## src/rtl/issue_scoreboard_if.sv

```systemverilog
// Issue and writeback bundle between the decode/issue stage and the scoreboard.
interface issue_scoreboard_if #(
  parameter int unsigned RA_W = 4
);
  logic            iss_valid;
  logic            iss_ready;
  logic            iss_from_gd;
  logic            iss_to_gd;
  logic            iss_from_gs;
  logic            iss_from_gt;
  logic            iss_from_ef;
  logic            iss_to_ef;
  logic [RA_W-1:0] iss_d;
  logic [RA_W-1:0] iss_s;
  logic [RA_W-1:0] iss_t;
  logic            wb0_valid;
  logic            wb0_to_gd;
  logic [RA_W-1:0] wb0_d;
  logic            wb0_to_ef;
  logic            wb1_valid;
  logic            wb1_to_gd;
  logic [RA_W-1:0] wb1_d;
  logic            wb1_to_ef;

  modport master (
    output iss_valid, iss_from_gd, iss_to_gd, iss_from_gs, iss_from_gt,
           iss_from_ef, iss_to_ef, iss_d, iss_s, iss_t,
           wb0_valid, wb0_to_gd, wb0_d, wb0_to_ef,
           wb1_valid, wb1_to_gd, wb1_d, wb1_to_ef,
    input  iss_ready
  );

  modport slave (
    input  iss_valid, iss_from_gd, iss_to_gd, iss_from_gs, iss_from_gt,
           iss_from_ef, iss_to_ef, iss_d, iss_s, iss_t,
           wb0_valid, wb0_to_gd, wb0_d, wb0_to_ef,
           wb1_valid, wb1_to_gd, wb1_d, wb1_to_ef,
    output iss_ready
  );
endinterface

```

## src/rtl/issue_scoreboard.sv

```systemverilog
// Issue-stage interlock: per-register pending-write counters, RAW/saturation
// stalls, writeback release, flush/drain sequencing.
module issue_scoreboard #(
  parameter int unsigned NREG  = 16,
  parameter int unsigned RA_W  = 4,
  parameter int unsigned CNT_W = 2
) (
  input  logic              clk,
  input  logic              rstn,
  issue_scoreboard_if.slave bus,
  input  logic              flush,
  input  logic              drain_req,
  output logic              drain_done,
  output logic              busy,
  output logic              err,
  output logic [31:0]       stall_cnt
);

  localparam int unsigned      SUM_W = CNT_W + 1;
  localparam logic [CNT_W-1:0] PMAX  = '1;

  typedef enum logic [1:0] {
    RUN     = 2'd0,
    DRAIN   = 2'd1,
    RECOVER = 2'd2
  } state_e;

  state_e           state_q, state_d;
  logic [CNT_W-1:0] pend_q   [NREG];
  logic [CNT_W-1:0] pend_d   [NREG];
  logic [CNT_W-1:0] pend_upd [NREG];
  logic [CNT_W-1:0] pend_ef_q, pend_ef_d, pend_ef_upd;
  logic             err_q, err_d;
  logic             drain_done_q, drain_done_d;
  logic [31:0]      stall_cnt_q, stall_cnt_d;

  logic hz_s, hz_t, hz_d_nz, hz_d_full, hazard;
  logic s_ok, t_ok, d_ok, wb0_d_ok, wb1_d_ok;
  logic any_nz, iss_ready, fire;
  logic underflow, cnt_zero, bad_idx;
  logic wb0_hit, wb1_hit;
  logic [CNT_W:0] res;

  // Clamp-at-zero counter update; MSB of the result flags an underflow.
  function automatic logic [CNT_W:0] apply_delta(input logic [CNT_W-1:0] cnt,
                                                 input logic             inc,
                                                 input logic [1:0]       dec);
    logic [SUM_W-1:0] sum;
    sum = SUM_W'(cnt) + SUM_W'(inc);
    if (sum < SUM_W'(dec)) apply_delta = {1'b1, {CNT_W{1'b0}}};
    else                   apply_delta = {1'b0, CNT_W'(sum - SUM_W'(dec))};
  endfunction

  // Hazard detection from registered counters; out-of-range indices match nothing.
  always_comb begin
    hz_s      = 1'b0;
    hz_t      = 1'b0;
    hz_d_nz   = 1'b0;
    hz_d_full = 1'b0;
    s_ok      = 1'b0;
    t_ok      = 1'b0;
    d_ok      = 1'b0;
    any_nz    = (pend_ef_q != '0);
    for (int unsigned r = 0; r < NREG; r++) begin
      if (bus.iss_s == RA_W'(r)) begin
        s_ok = 1'b1;
        if (pend_q[r] != '0) hz_s = 1'b1;
      end
      if (bus.iss_t == RA_W'(r)) begin
        t_ok = 1'b1;
        if (pend_q[r] != '0) hz_t = 1'b1;
      end
      if (bus.iss_d == RA_W'(r)) begin
        d_ok = 1'b1;
        if (pend_q[r] != '0) hz_d_nz = 1'b1;
        if (pend_q[r] == PMAX) hz_d_full = 1'b1;
      end
      if (pend_q[r] != '0) any_nz = 1'b1;
    end
    hazard = (bus.iss_from_gs & hz_s) | (bus.iss_from_gt & hz_t) |
             (bus.iss_from_gd & hz_d_nz) | (bus.iss_from_ef & (pend_ef_q != '0)) |
             (bus.iss_to_gd & hz_d_full) | (bus.iss_to_ef & (pend_ef_q == PMAX));
    iss_ready = rstn & (state_q == RUN) & ~hazard;
    fire      = bus.iss_valid & iss_ready;
  end

  // Net counter update from fire and both writeback ports; flush clears all.
  always_comb begin
    underflow = 1'b0;
    cnt_zero  = 1'b1;
    wb0_d_ok  = 1'b0;
    wb1_d_ok  = 1'b0;
    wb0_hit   = 1'b0;
    wb1_hit   = 1'b0;
    res       = '0;
    for (int unsigned r = 0; r < NREG; r++) begin
      if (bus.wb0_d == RA_W'(r)) wb0_d_ok = 1'b1;
      if (bus.wb1_d == RA_W'(r)) wb1_d_ok = 1'b1;
      wb0_hit = bus.wb0_valid & bus.wb0_to_gd & (bus.wb0_d == RA_W'(r));
      wb1_hit = bus.wb1_valid & bus.wb1_to_gd & (bus.wb1_d == RA_W'(r));
      res = apply_delta(pend_q[r], fire & bus.iss_to_gd & (bus.iss_d == RA_W'(r)),
                        {1'b0, wb0_hit} + {1'b0, wb1_hit});
      pend_upd[r] = res[CNT_W-1:0];
      if (res[CNT_W]) underflow = 1'b1;
      if (res[CNT_W-1:0] != '0) cnt_zero = 1'b0;
      pend_d[r] = flush ? '0 : res[CNT_W-1:0];
    end
    res = apply_delta(pend_ef_q, fire & bus.iss_to_ef,
                      {1'b0, bus.wb0_valid & bus.wb0_to_ef} +
                      {1'b0, bus.wb1_valid & bus.wb1_to_ef});
    pend_ef_upd = res[CNT_W-1:0];
    if (res[CNT_W]) underflow = 1'b1;
    if (res[CNT_W-1:0] != '0) cnt_zero = 1'b0;
    pend_ef_d = flush ? '0 : pend_ef_upd;

    bad_idx = (fire & ((bus.iss_from_gs & ~s_ok) | (bus.iss_from_gt & ~t_ok) |
                       ((bus.iss_from_gd | bus.iss_to_gd) & ~d_ok))) |
              (bus.wb0_valid & bus.wb0_to_gd & ~wb0_d_ok) |
              (bus.wb1_valid & bus.wb1_to_gd & ~wb1_d_ok);
    err_d = err_q | (~flush & (underflow | bad_idx));
    stall_cnt_d = (bus.iss_valid & ~iss_ready & (stall_cnt_q != '1)) ?
                  stall_cnt_q + 32'd1 : stall_cnt_q;
  end

  // Run/drain/recover sequencing; flush always wins and abandons a drain.
  always_comb begin
    state_d      = state_q;
    drain_done_d = 1'b0;
    case (state_q)
      RUN: begin
        if (flush)          state_d = RECOVER;
        else if (drain_req) state_d = DRAIN;
      end
      DRAIN: begin
        if (flush) begin
          state_d = RECOVER;
        end else if (cnt_zero) begin
          state_d      = RUN;
          drain_done_d = 1'b1;
        end
      end
      RECOVER: begin
        state_d = flush ? RECOVER : RUN;
      end
      default: state_d = RUN;
    endcase
  end

  // State registers with synchronous active-low reset.
  always_ff @(posedge clk) begin
    if (!rstn) begin
      state_q      <= RUN;
      pend_ef_q    <= '0;
      err_q        <= 1'b0;
      drain_done_q <= 1'b0;
      stall_cnt_q  <= '0;
      for (int unsigned r = 0; r < NREG; r++) pend_q[r] <= '0;
    end else begin
      state_q      <= state_d;
      pend_ef_q    <= pend_ef_d;
      err_q        <= err_d;
      drain_done_q <= drain_done_d;
      stall_cnt_q  <= stall_cnt_d;
      for (int unsigned r = 0; r < NREG; r++) pend_q[r] <= pend_d[r];
    end
  end

  assign bus.iss_ready = iss_ready;
  assign busy          = rstn & any_nz;
  assign err           = err_q;
  assign drain_done    = drain_done_q;
  assign stall_cnt     = stall_cnt_q;

endmodule

```

## src/flat_wrapper.sv

```systemverilog
// flat-port wrapper written by rule: the top's interface ports become plain ports
module issue_scoreboard_flat 
#(
  parameter int unsigned NREG  = 16,
  parameter int unsigned RA_W  = 4,
  parameter int unsigned CNT_W = 2
)
  (clk, rstn, flush, drain_req, drain_done, busy, err, stall_cnt, bus_iss_valid, bus_iss_from_gd, bus_iss_to_gd, bus_iss_from_gs, bus_iss_from_gt, bus_iss_from_ef, bus_iss_to_ef, bus_iss_d, bus_iss_s, bus_iss_t, bus_wb0_valid, bus_wb0_to_gd, bus_wb0_d, bus_wb0_to_ef, bus_wb1_valid, bus_wb1_to_gd, bus_wb1_d, bus_wb1_to_ef, bus_iss_ready);
  issue_scoreboard_if #(.RA_W(RA_W)) bus_i ();
  input  logic clk;
  input  logic rstn;
  input  logic flush;
  input  logic drain_req;
  output logic drain_done;
  output logic busy;
  output logic err;
  output logic [31:0] stall_cnt;
  input wire logic [$bits(bus_i.iss_valid)-1:0] bus_iss_valid;
  input wire logic [$bits(bus_i.iss_from_gd)-1:0] bus_iss_from_gd;
  input wire logic [$bits(bus_i.iss_to_gd)-1:0] bus_iss_to_gd;
  input wire logic [$bits(bus_i.iss_from_gs)-1:0] bus_iss_from_gs;
  input wire logic [$bits(bus_i.iss_from_gt)-1:0] bus_iss_from_gt;
  input wire logic [$bits(bus_i.iss_from_ef)-1:0] bus_iss_from_ef;
  input wire logic [$bits(bus_i.iss_to_ef)-1:0] bus_iss_to_ef;
  input wire logic [$bits(bus_i.iss_d)-1:0] bus_iss_d;
  input wire logic [$bits(bus_i.iss_s)-1:0] bus_iss_s;
  input wire logic [$bits(bus_i.iss_t)-1:0] bus_iss_t;
  input wire logic [$bits(bus_i.wb0_valid)-1:0] bus_wb0_valid;
  input wire logic [$bits(bus_i.wb0_to_gd)-1:0] bus_wb0_to_gd;
  input wire logic [$bits(bus_i.wb0_d)-1:0] bus_wb0_d;
  input wire logic [$bits(bus_i.wb0_to_ef)-1:0] bus_wb0_to_ef;
  input wire logic [$bits(bus_i.wb1_valid)-1:0] bus_wb1_valid;
  input wire logic [$bits(bus_i.wb1_to_gd)-1:0] bus_wb1_to_gd;
  input wire logic [$bits(bus_i.wb1_d)-1:0] bus_wb1_d;
  input wire logic [$bits(bus_i.wb1_to_ef)-1:0] bus_wb1_to_ef;
  output wire logic [$bits(bus_i.iss_ready)-1:0] bus_iss_ready;
  assign bus_i.iss_valid = bus_iss_valid;
  assign bus_i.iss_from_gd = bus_iss_from_gd;
  assign bus_i.iss_to_gd = bus_iss_to_gd;
  assign bus_i.iss_from_gs = bus_iss_from_gs;
  assign bus_i.iss_from_gt = bus_iss_from_gt;
  assign bus_i.iss_from_ef = bus_iss_from_ef;
  assign bus_i.iss_to_ef = bus_iss_to_ef;
  assign bus_i.iss_d = bus_iss_d;
  assign bus_i.iss_s = bus_iss_s;
  assign bus_i.iss_t = bus_iss_t;
  assign bus_i.wb0_valid = bus_wb0_valid;
  assign bus_i.wb0_to_gd = bus_wb0_to_gd;
  assign bus_i.wb0_d = bus_wb0_d;
  assign bus_i.wb0_to_ef = bus_wb0_to_ef;
  assign bus_i.wb1_valid = bus_wb1_valid;
  assign bus_i.wb1_to_gd = bus_wb1_to_gd;
  assign bus_i.wb1_d = bus_wb1_d;
  assign bus_i.wb1_to_ef = bus_wb1_to_ef;
  assign bus_iss_ready = bus_i.iss_ready;
  issue_scoreboard #(.NREG(NREG), .RA_W(RA_W), .CNT_W(CNT_W)) u_core (.clk(clk), .rstn(rstn), .bus(bus_i), .flush(flush), .drain_req(drain_req), .drain_done(drain_done), .busy(busy), .err(err), .stall_cnt(stall_cnt));
endmodule
```

## config.mk

```make
export PLATFORM = sky130hd
export DESIGN_NAME = issue_scoreboard_flat
export DESIGN_NICKNAME = d
export VERILOG_FILES = /design/src/rtl/issue_scoreboard_if.sv /design/src/rtl/issue_scoreboard.sv /design/src/flat_wrapper.sv
export SDC_FILE = /design/constraint.sdc
export NUM_CORES = 1
export LEC_CHECK = 0
export ABC_AREA = 1
export BUFFER_PORTS_ARGS = -buffer_cell sky130_fd_sc_hd__clkbuf_2
export CORE_UTILIZATION = 57
export DETAILED_ROUTE_END_ITERATION = 7
export GPL_TIMING_DRIVEN = 0
export PLACE_DENSITY = 0.78
export SYNTH_ARGS = -nofsm -noshare
export SYNTH_HDL_FRONTEND = slang
export SYNTH_SLANG_ARGS = --single-unit
```

## constraint.sdc

```tcl
create_clock -name clk -period 4.5 [get_ports clk]
set_input_delay 0.225 -clock clk [delete_from_list [all_inputs] [get_ports clk]]
set_output_delay 0.225 -clock clk [all_outputs]
set_load 0.02 [all_outputs]
```

==> results.py <==
metrics = {
    "run_status": {
        "status": "completed",
    },
    "timing": {
        "rsz0062_at_grt": "false",
        "fmax_mhz": 239,
        "period_needed_ps": 4180,
        "fin_crit_sh_pct": 92.8,
        "fin_skew_ps": 5.62,
        "setup_slack_ps": 324,
        "hold_viol_final": 0,
        "finalSetupTns_ps": 0,
        "slew_headroom_pct": 55.4,
        "setup_violations": 0,
        "slew_violations": 0,
        "worst_pin_slew_ps": 669,
    },
    "routing": {
        "routed-wl-met2_um": 7520,
        "drc_errors": 0,
        "wl_per_cell_um": 15.1,
        "vias": 6766,
        "ant_nets": 0,
        "dr.pass1.iters": 5,
        "routed.top_layer": "met4",
        "routed-wl-met3_um": 1760,
        "routed_via_density": 5.39,
        "drt_wl_total_um": 18900,
        "drt_iter0_drc": 723,
        "wl_met1_um": 9030,
    },
    "worst_setup_path": {
        "endpoint_kind": "flip-flop",
        "worst-path-max-fanout": 10,
        "critPathLaunchType": "flip-flop",
        "critPathKind": "flip-flop to flip-flop",
        "required_ps": 4710,
        "crit_family": "simple AND/OR/NAND/NOR gates",
        "cpMostUsedCell": "nand2_1",
        "crit_buf_inv": 3,
        "critPathSlowestCell": "fa_1",
        "arrival_ps": 4380,
        "max_stage_delay_ps": 440,
    },
    "final_layout": {
        "fin_util_pct": 67.5,
        "diodes": 0,
        "layout-drive-gt1-share_pct": 11.8,
        "fin_nets": 1236,
        "syn_to_final_growth_pct": 13.2,
        "n_fill_cell": 1070,
        "design_area_mm2": 0.00748,
    },
    "clock_network": {
        "numCtsBuffers": 9,
        "insertion_delay_ps": 350,
        "postCtsSetupRepairBufs": 0,
        "cts.path.max_buffers": 2,
        "cts_root_buffer": "clkbuf_16",
        "clkTransAtPathRegs_ps": 60,
        "cts_tree": "done",
        "htreeDepth": 3,
        "cts_resized": 0,
        "cts-hold-fix-buffers": 0,
        "clock_sinks": 70,
    },
    "job": {
        "cap_violations": 0,
    },
    "synthesis": {
        "synth-simple-area-share_pct": 38.1,
        "synthCells": 1028,
        "async_flop_share_pct": 0,
        "yosys-mux-area-fraction_pct": 0,
        "ys_seq_area_share_pct": 21.2,
        "synth_adder_area_share_pct": 18.8,
        "syn_area_mm2": 0.00661,
        "synth_area_leaders": "dfxtp_1 (21%), nand2_1 (15%), ha_1 (14%)",
        "yosysTopAreaCell": "dfxtp_1",
        "synth_xor_area_share_pct": 4.24,
        "synth_top_area_share_pct": 21.2,
        "syn_avg_cell_area_um2": 6.43,
        "synth.net_count": 1154,
        "synth_compound_area_share_pct": 6.19,
        "netlist-cell-type-count": 32,
        "synth_edf_count": 0,
        "dominantRegCellSynth": "dfxtp_1",
        "ys_warn_count": 0,
        "synth_top_family_by_area": "simple AND/OR/NAND/NOR gates",
        "synth_seq_cells": 70,
    },
    "place": {
        "detailed_place_hpwl_um": 15400,
        "place.gp.congestion": 0.989,
        "pre_cts_ws_ps": 222,
        "place_area_mm2": 0.00714,
        "port_buffers": 71,
    },
    "global_routing": {
        "grt_pass1_wl_um": 30300,
        "grt_max_degree": 14,
        "grt_use_total_pct": 33.7,
        "grt_remaining_overflow": 0,
        "antenna_found_initial": 0,
        "grt_pass1_vias": 5929,
    },
    "floorplanning": {
        "die_area_mm2": 0.0120,
        "io_pins": 73,
        "rows": 38,
        "die_w_um": 110,
        "die_h_um": 110,
        "initial_core_util_pct": 59.6,
        "coreArea_mm2": 0.0111,
    },
    "power_and_ir_drop": {
        "power.density_mw_per_mm2": 222,
        "power_w": 0.00166,
        "p_leak_nw": 3.88,
        "irDropWorstVdd_v": 0.000207,
    },
    "hold_path": {
        "hold_path.class": "input port to flip-flop",
    },
}
report_power, final:
part / total, W / internal (W) / leakage, nW / switching (W)
Sequential: 0.000636 / 0.000628 / 0.565 / 0.00000804
Clock: 0.000788 / 0.000488 / 0.160 / 0.000300
Combinational: 0.000237 / 0.0000751 / 3.16 / 0.000162
routing by layer:
metal	up-vias	GRT usage [%]
li1	3440	-
met3	37	6.22
met4	0	14.7
met2	301	47.1
met1	2988	49.9
met5	-	0
stage by stage:
stage / hold slack, ps / instances
after floorplan: 331 / 1028
after global placement: 474 / 1239
after detailed placement: 482 / 1239
after CTS: 151 / 1255
after global routing: 218 / 1255
final: 166 / 1255
logic make-up after synthesis:
group | Yosys count
AO/OA/AOI/OAI | 74
XOR/XNOR | 32
adder cells (fa/ha/maj) | 89
buffers and inverters | 189
flip-flops | 70
AND/OR/NAND/NOR | 574
cell type report:
type,instances,area [um^2],share of cell area (%)
timing repair buffer,71,355,4.75
multi-input combinational,769,4470,59.7
tap,140,175,2.34
clock buffer,9,225,3.01
inverter,166,623,8.33
clock inverter,7,96.3,1.29
sequential,70,1400,18.7
buffer,23,134,1.79
worst paths after layout:
path | from | to | slack (ps) | depth (start not counted)
min reg2reg | u_core.stall_cnt[28] | u_core.stall_cnt[28] | 490 | 2
max | u_core.pend_q[0][3] | u_core.state_q[1] | 320 | 27
max reg2reg | u_core.pend_q[0][3] | u_core.state_q[1] | 320 | 27
min | rstn | u_core.stall_cnt[0] | 170 | 3
synthesized netlist by cell type, drive strengths merged (11+ instances only):
library cell  number
a21oi             38
nand3             50
ha                72
fa                17
nand2            257
nor2             163
dfxtp             70
xor2              21
buf               11
inv              164
nor3              31
nand4             45
xnor2             11
o21ai             19
clkbuf            12
or2               11
sequential cells by signal (all words and copies together) (netlist names):
| signal | flops |
|---|---|
| u_core.drain_done | 1 |
| u_core.pend_q | 32 |
| u_core.stall_cnt | 32 |
| u_core.state_q | 2 |
| u_core.err | 1 |
| u_core.pend_ef_q | 2 |
worst register-to-register path, delay by kind of cell (launching register included):
kind                     cells  cell delay [ps]
buffers and inverters        3              400
AND/OR/NAND/NOR             21             2580
flip-flops                   1              360
AO/OA/AOI/OAI                1               60
adder cells (fa/ha/maj)      2              640
cells in the final DEF, fill, tap and decap left out, types with 6 or more instances in the layout:
cell / count
nand2_1: 255
inv_1: 162
nor2_1: 147
ha_1: 72
clkbuf_2: 71
dfxtp_1: 70
nand3_1: 47
nand4_1: 45
a21oi_1: 38
nor3_1: 31
xor2_1: 21
o21ai_0: 17
fa_1: 17
nor2_2: 15
clkbuf_1: 12
or2_2: 11
xnor2_1: 11
clkbuf_16: 9
o21bai_1: 7
nor4_1: 7
nand3b_1: 6
No activity file was read; power rests on OpenSTA's default activity.
